File: config.mk
export PLATFORM = sky130hd
export DESIGN_NAME = ecc_enc_top_flat
export DESIGN_NICKNAME = d
export VERILOG_FILES = /design/src/rtl/ecc_enc_top_if.sv /design/src/rtl/ecc_enc_top.sv /design/src/flat_wrapper.sv
export SDC_FILE = /design/constraint.sdc
export NUM_CORES = 1
export LEC_CHECK = 0
export BUFFER_PORTS_ARGS = -buffer_cell sky130_fd_sc_hd__buf_2
export CORE_ASPECT_RATIO = 1.4
export CORE_UTILIZATION = 45
export CTS_BUF_LIST = sky130_fd_sc_hd__clkbuf_4 sky130_fd_sc_hd__clkbuf_8
export DETAILED_ROUTE_END_ITERATION = 8
export GPL_TIMING_DRIVEN = 0
export HOLD_SLACK_MARGIN = 0.12
export PLACE_DENSITY = 0.86
export SYNTH_ARGS = -nofsm -noshare
export SYNTH_HDL_FRONTEND = slang
export SYNTH_SLANG_ARGS = --single-unit
File: constraint.sdc
create_clock -name clk -period 4 [get_ports clk]
set_input_delay 0.6 -clock clk [delete_from_list [all_inputs] [get_ports clk]]
set_output_delay 0.6 -clock clk [all_outputs]
set_load 0.05 [all_outputs]
File: src/rtl/ecc_enc_top_if.sv
// Data/codeword bundle between a cache write path (master) and the SEC-DED encoder (slave).
interface ecc_enc_if;
    logic [63:0] data_i;
    logic [71:0] code_o;

    modport master (output data_i, input code_o);
    modport slave  (input data_i, output code_o);
endinterface

File: src/rtl/ecc_enc_top.sv
// SEC-DED (72,64) Hamming encoder: data in the low 64 bits, 7 Hamming bits plus overall parity above,
// registered with one cycle of latency.
module ecc_enc_top (
    input  logic       clk,
    input  logic       rst,
    ecc_enc_if.slave   bus
);

    logic [6:0]  hamD;
    logic [71:0] codeD;
    logic [71:0] codeQ;

    // Data bit k sits at the k-th Hamming position that is not a power of two, starting at 3.
    // Stepping past a power of two only ever needs one extra increment because powers of two above 2 are never adjacent.
    function automatic logic [6:0] hammingBits(input logic [63:0] d);
        logic [6:0] c;
        int         pos;
        c   = '0;
        pos = 2;
        for (int k = 0; k < 64; k++) begin
            pos = pos + 1;
            if ((pos & (pos - 1)) == 0) begin
                pos = pos + 1;
            end
            for (int i = 0; i < 7; i++) begin
                if (pos[i]) begin
                    c[i] = c[i] ^ d[k];
                end
            end
        end
        return c;
    endfunction

    always_comb begin
        hamD  = hammingBits(bus.data_i);
        codeD = {^{hamD, bus.data_i}, hamD, bus.data_i};
    end

    always_ff @(posedge clk or posedge rst) begin
        if (rst) begin
            codeQ <= '0;
        end else begin
            codeQ <= codeD;
        end
    end

    assign bus.code_o = codeQ;

endmodule

File: src/flat_wrapper.sv
// flat-port wrapper written by rule: the top's interface ports become plain ports
module ecc_enc_top_flat 
  (clk, rst, bus_data_i, bus_code_o);
  ecc_enc_if bus_i ();
  input  logic clk;
  input  logic rst;
  input wire logic [$bits(bus_i.data_i)-1:0] bus_data_i;
  output wire logic [$bits(bus_i.code_o)-1:0] bus_code_o;
  assign bus_i.data_i = bus_data_i;
  assign bus_code_o = bus_i.code_o;
  ecc_enc_top u_core (.clk(clk), .rst(rst), .bus(bus_i));
endmodule
==> flow_metrics.py <==
metrics = {
    "setup_path": {
        "crit_path_frequent_cell": "xnor3_1",
        "path_cells": "buf_2, xnor2_1, xnor3_1, xnor3_1, xor3_1, xnor3_2, xnor3_1",
        "path_depth": 7,
        "critPathMaxFanout": 3,
        "critPathKind": "input pin to flop",
        "cpMaxStageDelayCell": "xnor3_1",
        "crit_buf_inv": 1,
        "cp_top_family": "XOR/XNOR gates",
        "arrival_ps": 2710,
        "required_ps": 4230,
        "start_kind": "input pin",
        "cp_slowest_stage_delay_ps": 520,
        "endpoint_kind": "flop",
    },
    "power_and_ir_drop": {
        "leakage_uw": 0.00215,
        "p_clk_frac": 0.242,
        "seq_power_share": 0.293,
        "switching_power_uw": 929,
        "p_int_uw": 1920,
        "comb_power_share": 0.465,
        "ir_worst_vdd_uv": 426,
        "switching_share": 0.326,
        "cellPowerDensity_nw_per_um2": 664,
    },
    "synthesis": {
        "ys_ff_latch": 72,
        "syn_nets": 253,
        "avgSynthCellArea_um2": 17.3,
        "netlist_area_um2": 3230,
        "synth_top_cell_area_share": 0.558,
        "yosysSeqAreaShare": 0.558,
        "synthCells": 187,
        "synthDistinctLibCells": 10,
        "yosysTopAreaCell": "dfrtp_1",
        "synthTopCellsByArea": "dfrtp_1 (56%), xnor2_1 (20%), xnor3_1 (13%)",
        "synth_warnings": 0,
    },
    "route": {
        "vias": 1898,
        "vias_per_cell": 4.36,
        "drt-pass1-iter-count": 4,
        "wl_per_cell_um": 15.0,
        "wirelength_mm": 6.52,
        "route.detailed.drc": 0,
        "drt_iter0_markers": 40,
        "antenna_left": 0,
    },
    "final_layout": {
        "fill_cells": 562,
        "n_antenna_cell": 0,
        "largest_reg_flops": 72,
        "instances_no_fill": 435,
        "drive_above_1_share": 0.485,
        "multi_input_area_um2": 1420,
        "postLayoutCoreUtil": 0.619,
        "area_growth_pct": 33.0,
        "seqCellArea_um2": 1800,
        "nNetsFinal": 402,
    },
    "clock_tree": {
        "cts_root_buf": "clkbuf_8",
        "cts_buffers": 9,
        "cts_hold_buffers": 0,
        "htreeDepth": 3,
        "ctsLongestPathBuffers": 2,
        "postCtsSetupRepairBufs": 0,
        "cts.reportedPaths.clkPinSlew_ps": 70,
        "cts.sinks": 72,
        "cts_tree": "done",
        "ctsResizeCount": 0,
    },
    "placement": {
        "portBuffers": 137,
        "dpl.cell_count": 420,
        "pre_cts_slack_ps": 1170,
        "place.gp.congestion": 0.776,
        "place_hpwl_mm": 5.23,
    },
    "sta": {
        "holdWs_ps": 376,
        "worst_slew_pin_slew_ps": 754,
        "finalHoldViolCount": 0,
        "slew_headroom": 0.496,
        "period_share": 0.620,
        "setup_violations": 0,
        "min_period_ps": 2480,
        "drv_slew": 0,
        "worst_slack_ps": 1520,
        "clock.fmax_mhz": 403,
        "rsz0062_at_grt": "false",
        "tns_ps": 0,
    },
    "global_route": {
        "grt_overflow_total": 0,
        "antenna_found_initial": 0,
        "grt_pass1_vias": 2020,
        "grt_start_max_net_pins": 39,
        "grt_pass1_wl_mm": 9.89,
        "grtUsageTotal": 0.188,
    },
    "floorplan": {
        "num_rows": 36,
        "die_h_um": 102,
        "start_util": 0.465,
        "core-area_um2": 6940,
        "fp.dieW_um": 73.6,
        "num_io_pins": 138,
        "die-area_um2": 7520,
    },
    "run_status": {
        "status": "finished clean",
    },
    "run": {
        "max-cap-violations": 0,
    },
    "worst_hold_path": {
        "worstHoldPathType": "input pin to asynchronous set/reset pin",
    },
}
cells in the final DEF, fill, tap and decap left out, drive strengths merged:
cell and instances:
xor3 3, dfrtp 72, bufinv 3, xor2 10, inv 2, buf 138
xnor2 79, xnor3 22, clkbuf 10, clkinv 1
cell usage after synthesis:
cell type,instances
xnor3_1,19
xnor2_1,73
dfrtp_1,72
xor2_1,8
xnor3_2,3
inv_1,1
xnor2_4,1
xor2_2,2
xor3_1,3
xnor2_2,5
path summary, 6_finish.rpt:
check	slack, ps	end	startpoint
max	1520	u_core.bus.code_o[71]	bus_data_i[8]
min	380	u_core.bus.code_o[40]	rst
max in group asynchronous	2970	u_core.bus.code_o[17]	rst
min in group clk	380	u_core.bus.code_o[58]	bus_data_i[58]
power groups by stage:
stage / logic (uW) / clock network (uW) / registers, uW
2_1_floorplan: 823 / 0 / 1120
3_5_place_dp: 1330 / 0 / 847
5_1_grt: 1400 / 726 / 841
3_3_place_gp: 1310 / 0 / 847
4_1_cts: 1340 / 704 / 835
6_report: 1330 / 691 / 835
kinds of logic (layout without fill, tap and decap cells):
logic type,Yosys count,count (layout),share of synthesized area
flip-flops,72,72,0.558
buffers and inverters,1,154,0.00116
XOR/XNOR,114,114,0.440
area by class of cell:
type / count / area share
inverter: 1 / 0.000874
sequential: 72 / 0.420
multi-input combinational: 114 / 0.331
tap: 95 / 0.0277
timing repair buffer: 138 / 0.164
clock buffer: 10 / 0.0321
clock inverter: 5 / 0.0242
routing by layer:
metal / global-route usage / wire length (um)
met5: 0 / 0
met4: 0.120 / 218
met3: 0.0345 / 314
met2: 0.344 / 3680
met1: 0.194 / 2310
stage by stage:
| step | cell area, um2 | total power, uW |
|---|---|---|
| 4_1_cts | 4290 | 2880 |
| 3_3_place_gp | 4030 | 2160 |
| 5_1_grt | 4290 | 2970 |
| 2_1_floorplan | 3230 | 1940 |
| 6_report | 4290 | 2850 |
| 3_5_place_dp | 4050 | 2180 |
Power figures use the tool's default switching activity.
